--- src/rtl/led_target_sel.sv ---
// Whack-a-LED target selector: picks a random LED on each freq pulse, lights it for a
// bounded window and scores button presses. Optional `TARGET_DEBUG_EN adds dbg_idx.
module led_target_sel #(
  parameter  int NUM_LEDS  = 8,
  parameter  int RND_W     = 13,
  parameter  int ON_CYCLES = 100000000,
  parameter  int NO_REPEAT = 1,
  localparam int IDX_W     = $clog2(NUM_LEDS),
  localparam int TMR_W     = $clog2(ON_CYCLES)
) (
  input  logic                clk,
  input  logic                rst_n,
  input  logic                freq,
  input  logic [RND_W-1:0]    rnd,
  input  logic [NUM_LEDS-1:0] btn,
  output logic [NUM_LEDS-1:0] led_onehot,
  output logic                active,
  output logic                hit_pulse,
`ifdef TARGET_DEBUG_EN
  output logic [IDX_W-1:0]    dbg_idx,
`endif
  output logic                miss_pulse
);

  typedef enum logic {IDLE, LIT} state_t;

  localparam logic [IDX_W:0]   NUM_EXT  = (IDX_W+1)'(NUM_LEDS);
  localparam logic [IDX_W-1:0] LAST_IDX = IDX_W'(NUM_LEDS - 1);
  localparam logic [TMR_W-1:0] TMR_LAST = TMR_W'(ON_CYCLES - 1);

  state_t              state_q, state_d;
  logic [NUM_LEDS-1:0] led_d;
  logic [TMR_W-1:0]    timer_q, timer_d;
  logic [IDX_W-1:0]    prev_q, prev_d;
  logic [NUM_LEDS-1:0] btn_q;
  logic                hit_d, miss_d, load;

  logic [IDX_W:0]      raw_ext, fold_ext;
  logic [IDX_W-1:0]    fold_idx, sel_idx;
  logic [NUM_LEDS-1:0] sel_onehot, press;
  logic                unused_rnd;

  // Only the low IDX_W bits of the LFSR value select the target.
  assign unused_rnd = ^rnd;

  assign raw_ext  = {1'b0, rnd[IDX_W-1:0]};
  assign fold_ext = (raw_ext < NUM_EXT) ? raw_ext : raw_ext - NUM_EXT;
  assign fold_idx = fold_ext[IDX_W-1:0];

  always_comb begin
    sel_idx = fold_idx;
    if (NO_REPEAT == 1 && fold_idx == prev_q)
      sel_idx = (fold_idx == LAST_IDX) ? '0 : fold_idx + IDX_W'(1);
  end

  assign sel_onehot = NUM_LEDS'(1) << sel_idx;
  assign press      = btn & ~btn_q;

  // NOTE: every variable gets a default before the case so no path leaves it unassigned,
  // which would otherwise infer a latch.
  always_comb begin
    state_d = state_q;
    led_d   = led_onehot;
    timer_d = timer_q;
    prev_d  = prev_q;
    hit_d   = 1'b0;
    miss_d  = 1'b0;
    load    = 1'b0;
    unique case (state_q)
      IDLE: if (freq) load = 1'b1;
      LIT: begin
        if (|(press & led_onehot)) begin
          hit_d = 1'b1;
          if (freq) load = 1'b1;
          else begin
            state_d = IDLE;
            led_d   = '0;
            timer_d = '0;
          end
        end else if (|press) begin
          // A wrong press on the final cycle still expires the target: one miss only.
          miss_d = 1'b1;
          if (timer_q == TMR_LAST) begin
            state_d = IDLE;
            led_d   = '0;
            timer_d = '0;
          end else begin
            timer_d = timer_q + TMR_W'(1);
          end
        end else if (freq) begin
          miss_d = 1'b1;
          load   = 1'b1;
        end else if (timer_q == TMR_LAST) begin
          miss_d  = 1'b1;
          state_d = IDLE;
          led_d   = '0;
          timer_d = '0;
        end else begin
          timer_d = timer_q + TMR_W'(1);
        end
      end
      default: state_d = IDLE;
    endcase
    if (load) begin
      state_d = LIT;
      led_d   = sel_onehot;
      prev_d  = sel_idx;
      timer_d = '0;
    end
  end

  // NOTE: sequential state uses non-blocking assignments so every register samples
  // the pre-edge values, independent of statement order.
  always_ff @(posedge clk or negedge rst_n) begin
    if (!rst_n) begin
      state_q    <= IDLE;
      led_onehot <= '0;
      timer_q    <= '0;
      prev_q     <= '0;
      btn_q      <= '0;
      hit_pulse  <= 1'b0;
      miss_pulse <= 1'b0;
    end else begin
      state_q    <= state_d;
      led_onehot <= led_d;
      timer_q    <= timer_d;
      prev_q     <= prev_d;
      btn_q      <= btn;
      hit_pulse  <= hit_d;
      miss_pulse <= miss_d;
    end
  end

  assign active = (state_q == LIT);

`ifdef TARGET_DEBUG_EN
  assign dbg_idx = prev_q;
`endif

endmodule

--- config.mk ---
export PLATFORM = sky130hd
export DESIGN_NAME = led_target_sel
export DESIGN_NICKNAME = d
export VERILOG_FILES = /design/src/rtl/led_target_sel.sv
export SDC_FILE = /design/constraint.sdc
export NUM_CORES = 1
export LEC_CHECK = 0
export CORE_ASPECT_RATIO = 0.6
export CORE_MARGIN = 2
export CORE_UTILIZATION = 58
export DETAILED_ROUTE_END_ITERATION = 10
export HOLD_SLACK_MARGIN = 0.02
export PLACE_DENSITY = 0.94
export REMOVE_ABC_BUFFERS = 1
export SYNTH_ARGS = -nofsm -noshare
export SYNTH_HDL_FRONTEND = slang
export SYNTH_SLANG_ARGS = --single-unit
--- constraint.sdc ---
create_clock -name clk -period 2.8 [get_ports clk]
set_input_delay 0.56 -clock clk [delete_from_list [all_inputs] [get_ports clk]]
set_output_delay 0.56 -clock clk [all_outputs]
set_load 0.02 [all_outputs]
==> flow_summary.html <==
<table>
<tr><th>Metric</th><th>Value</th></tr>
<tr><th colspan="2">Status</th></tr>
<tr><td>Outcome</td><td>finished clean</td></tr>
<tr><th colspan="2">Clock network</th></tr>
<tr><td>CTS tree</td><td>done</td></tr>
<tr><td>Max Root-Sink Buffers</td><td>2</td></tr>
<tr><td>Post CTS Setup Buffer Count</td><td>0</td></tr>
<tr><td>Root buffer selected by CTS</td><td>sky130_fd_sc_hd__clkbuf_8</td></tr>
<tr><td>Clock slew seen by the registers of the worst setup and hold paths</td><td>80 ps</td></tr>
<tr><td>Clk sink count</td><td>49</td></tr>
<tr><td>Resize count post-CTS</td><td>0</td></tr>
<tr><td>Clock insertion delay at the later pin of the skew report</td><td>310 ps</td></tr>
<tr><td>H-tree levels</td><td>2</td></tr>
<tr><td>Number of buffers added by the clock tree synthesis step</td><td>5</td></tr>
<tr><td>Post-CTS Hold Fix Bufs</td><td>0</td></tr>
<tr><th colspan="2">STA</th></tr>
<tr><td>Fin Hold WS</td><td>118 ps</td></tr>
<tr><td>Total setup violations reported at the end of the flow</td><td>0</td></tr>
<tr><td>Final Hold Viols</td><td>0</td></tr>
<tr><td>Transition time at the pin with the least slew margin</td><td>677 ps</td></tr>
<tr><td>Unrepaired setup endpoints after global routing</td><td>false</td></tr>
<tr><td>Max Freq</td><td>0.412 GHz</td></tr>
<tr><td>Clock skew after layout</td><td>9.08 ps</td></tr>
<tr><td>Slew Viols, Final</td><td>0</td></tr>
<tr><td>Minimum period implied by the final worst setup slack</td><td>2430 ps</td></tr>
<tr><td>Sum Neg Setup Slack</td><td>0 ps</td></tr>
<tr><td>Part of the cycle the worst path needs</td><td>86.8%</td></tr>
<tr><td>Relative max-transition margin</td><td>54.4%</td></tr>
<tr><th colspan="2">Place</th></tr>
<tr><td>GPL Wtd Cong</td><td>0.894</td></tr>
<tr><td>Number of buffers inserted by port buffering</td><td>24</td></tr>
<tr><td>Detailed-placement wirelength estimate</td><td>3900 um</td></tr>
<tr><th colspan="2">Synthesis</th></tr>
<tr><td>Area leader, netlist</td><td>sky130_fd_sc_hd__dfrtp_1</td></tr>
<tr><td>Most numerous cell types in the synthesized netlist</td><td>sky130_fd_sc_hd__dfrtp_1 (49), sky130_fd_sc_hd__nor2_1 (28), sky130_fd_sc_hd__xor2_1 (16), sky130_fd_sc_hd__nand2_1 (11), sky130_fd_sc_hd__nand4_1 (11)</td></tr>
<tr><td>Fraction of synthesis flops using an asynchronous set or reset pin</td><td>100%</td></tr>
<tr><td>Number of warnings issued by yosys</td><td>0</td></tr>
<tr><td>Proportion of netlist area held by the largest area contributor</td><td>49.4%</td></tr>
<tr><td>Top area cells in the synthesized netlist</td><td>sky130_fd_sc_hd__dfrtp_1 (49%), sky130_fd_sc_hd__xor2_1 (5.7%), sky130_fd_sc_hd__nor2_1 (4.2%)</td></tr>
<tr><td>Flip-flop cell with the highest count after synthesis</td><td>sky130_fd_sc_hd__dfrtp_1</td></tr>
<tr><td>Dominant cell by count in the synthesized netlist</td><td>sky130_fd_sc_hd__dfrtp_1</td></tr>
<tr><td>Synthesized area</td><td>2480 um^2</td></tr>
<tr><td>Register bit count reported by yosys</td><td>49</td></tr>
<tr><td>Synthesized area per cell</td><td>10.9 um^2</td></tr>
<tr><td>EDFF count, synth</td><td>0</td></tr>
<tr><td>Unique cell type count in the Yosys netlist</td><td>47</td></tr>
<tr><td>Cell count after synthesis</td><td>227</td></tr>
<tr><td>Share of synthesized area occupied by flip-flops and latches</td><td>49.4%</td></tr>
<tr><th colspan="2">Floorplanning</th></tr>
<tr><td># rows</td><td>18</td></tr>
<tr><td>Die X</td><td>88.4 um</td></tr>
<tr><td>Full die area</td><td>4830 um^2</td></tr>
<tr><td>Initial core utilization</td><td>60.5%</td></tr>
<tr><td>DIE HEIGHT</td><td>54.7 um</td></tr>
<tr><td>Number of placed I/O pins</td><td>35</td></tr>
<tr><td>Total core area</td><td>4100 um^2</td></tr>
<tr><th colspan="2">Power and ir drop</th></tr>
<tr><td>Pwr/cell area</td><td>794 nW/um^2</td></tr>
<tr><td>Leakage dissipation</td><td>1.26 nW</td></tr>
<tr><td>Total power of the final layout</td><td>2.29 mW</td></tr>
<tr><td>Maximum resistive drop on vdd</td><td>0.490 mV</td></tr>
<tr><th colspan="2">Routing</th></tr>
<tr><td>Detailed Route Iter0 Violations</td><td>162</td></tr>
<tr><td>Avg Vias per Cell</td><td>6.01</td></tr>
<tr><td>Drt pass-1 iters</td><td>4</td></tr>
<tr><td>Wirelength, routed</td><td>5410 um</td></tr>
<tr><td>Wire per inst</td><td>16.9 um</td></tr>
<tr><td>Antenna-violating nets left</td><td>0</td></tr>
<tr><td>Via count</td><td>1916</td></tr>
<tr><td>Total DRC errors in the routed layout</td><td>0</td></tr>
<tr><th colspan="2">Hold path</th></tr>
<tr><td>Hold Crit Class</td><td>input port to async pin</td></tr>
<tr><th colspan="2">Setup path</th></tr>
<tr><td>WS Path Type</td><td>input port to flip-flop</td></tr>
<tr><td>Capturing element type of the critical path</td><td>flip-flop</td></tr>
<tr><td>Arrival time worst endpoint</td><td>2630 ps</td></tr>
<tr><td>Data required time at the worst endpoint</td><td>3000 ps</td></tr>
<tr><td>Highest net fanout along the worst path</td><td>5</td></tr>
<tr><td>Critical path launch point type</td><td>input port</td></tr>
<tr><td>Worst setup slack for register-to-register paths</td><td>590 ps</td></tr>
<tr><th colspan="2">GRT</th></tr>
<tr><td>Maximum number of pins on one net before global-route repair</td><td>38</td></tr>
<tr><td>Total grt overflow</td><td>0</td></tr>
<tr><td>First-pass GRT wire length</td><td>9020 um</td></tr>
<tr><td>Antenna violations before repair</td><td>0</td></tr>
<tr><td>Via count of the first global-routing pass</td><td>1828</td></tr>
<tr><td>Gr usage total</td><td>25.8%</td></tr>
<tr><th colspan="2">Layout</th></tr>
<tr><td>Layout Area Growth over Synthesis</td><td>16.0%</td></tr>
<tr><td>Final core area utilization</td><td>70.2%</td></tr>
<tr><td>Fraction of final layout cells sized beyond drive strength 1</td><td>12.7%</td></tr>
<tr><td>Antenna Cells</td><td>0</td></tr>
<tr><td>Fin nets</td><td>286</td></tr>
<tr><th colspan="2">Job</th></tr>
<tr><td>Number of maximum-capacitance constraint violations</td><td>0</td></tr>
</table>
-- routing by layer --
metal | up-vias | wire length (um) | track usage, %
met3 | 14 | 364 | 6.03
met5 | - | 0 | 0
met4 | 0 | 144 | 10.6
met1 | 949 | 2540 | 36.8
li1 | 890 | - | -
met2 | 63 | 2360 | 38.5
-- registers in the layout, indices dropped and copies added, names as in the netlist --
name        cells
timer_q        27
hit_pulse       1
led_onehot      8
active          1
prev_q          3
miss_pulse      1
btn_q           8
-- cells by family (layout without fill, tap and decap cells) --
family	Yosys count	count (layout)	share of synthesized area [%]
flops	49	49	49.4
mux	5	5	2.22
compound gates	36	36	12.7
fa+ha+maj	3	3	1.51
simple gates	100	100	23.4
xor+xnor	23	23	8.12
buf+inv	11	43	2.67
-- report_power, final --
| group | switching, mW | internal (mW) | leakage, nW |
|---|---|---|---|
| clock network | 0.225 | 0.196 | 0.0443 |
| logic | 0.517 | 0.386 | 0.571 |
| registers | 0.132 | 0.829 | 0.645 |
| total | 0.874 | 1.41 | 1.26 |
-- layout make-up --
class / instances / area [um^2]
Clock buffer: 7 / 86.3
Tap cell: 60 / 75.1
Timing Repair Buffer: 30 / 280
Sequential cell: 49 / 1230
Fill cell: 296 / 1220
Inverter: 6 / 22.5
Multi-Input combinational cell: 167 / 1190
-- through the flow --
stage,cells,setup slack [ps],cell area [um^2]
floorplan,222,741,2440
global placement,312,203,2790
detailed placement,312,72.1,2790
CTS,319,375,2880
global route,319,291,2880
finish,319,371,2880
-- critical path, cell delays in order --
cell,delay (ps)
sky130_fd_sc_hd__clkdlybuf4s50_1,460
sky130_fd_sc_hd__xor2_1,200
sky130_fd_sc_hd__nor3_1,320
sky130_fd_sc_hd__mux2_2,410
sky130_fd_sc_hd__a211oi_2,430
sky130_fd_sc_hd__o21ba_2,230
-- worst paths after layout --
kind	start	end	cells past startpoint
max	rnd[1]	prev_q[2]	6
min	rst_n	btn_q[2]	1
max reg2reg	timer_q[12]	led_onehot[4]	5
min reg2reg	led_onehot[2]	led_onehot[2]	1
max in group asynchronous	rst_n	timer_q[1]	2
min in group clk	led_onehot[2]	led_onehot[2]	1
-- cell usage in the layout, fill, tap and decap left out, types with 7 or more instances in the layout --
cell                              Yosys  final
sky130_fd_sc_hd__dfrtp_1             49     49
sky130_fd_sc_hd__nand3b_1             8      8
sky130_fd_sc_hd__a32o_1               8      8
sky130_fd_sc_hd__nand4_1             11     11
sky130_fd_sc_hd__clkdlybuf4s50_1      0     23
sky130_fd_sc_hd__xor2_1              16     16
sky130_fd_sc_hd__nand2_1             11     11
sky130_fd_sc_hd__xnor2_1              7      7
sky130_fd_sc_hd__nand3_1              9      9
sky130_fd_sc_hd__nor2_1              28     28
(Power assumes the default switching activity.)
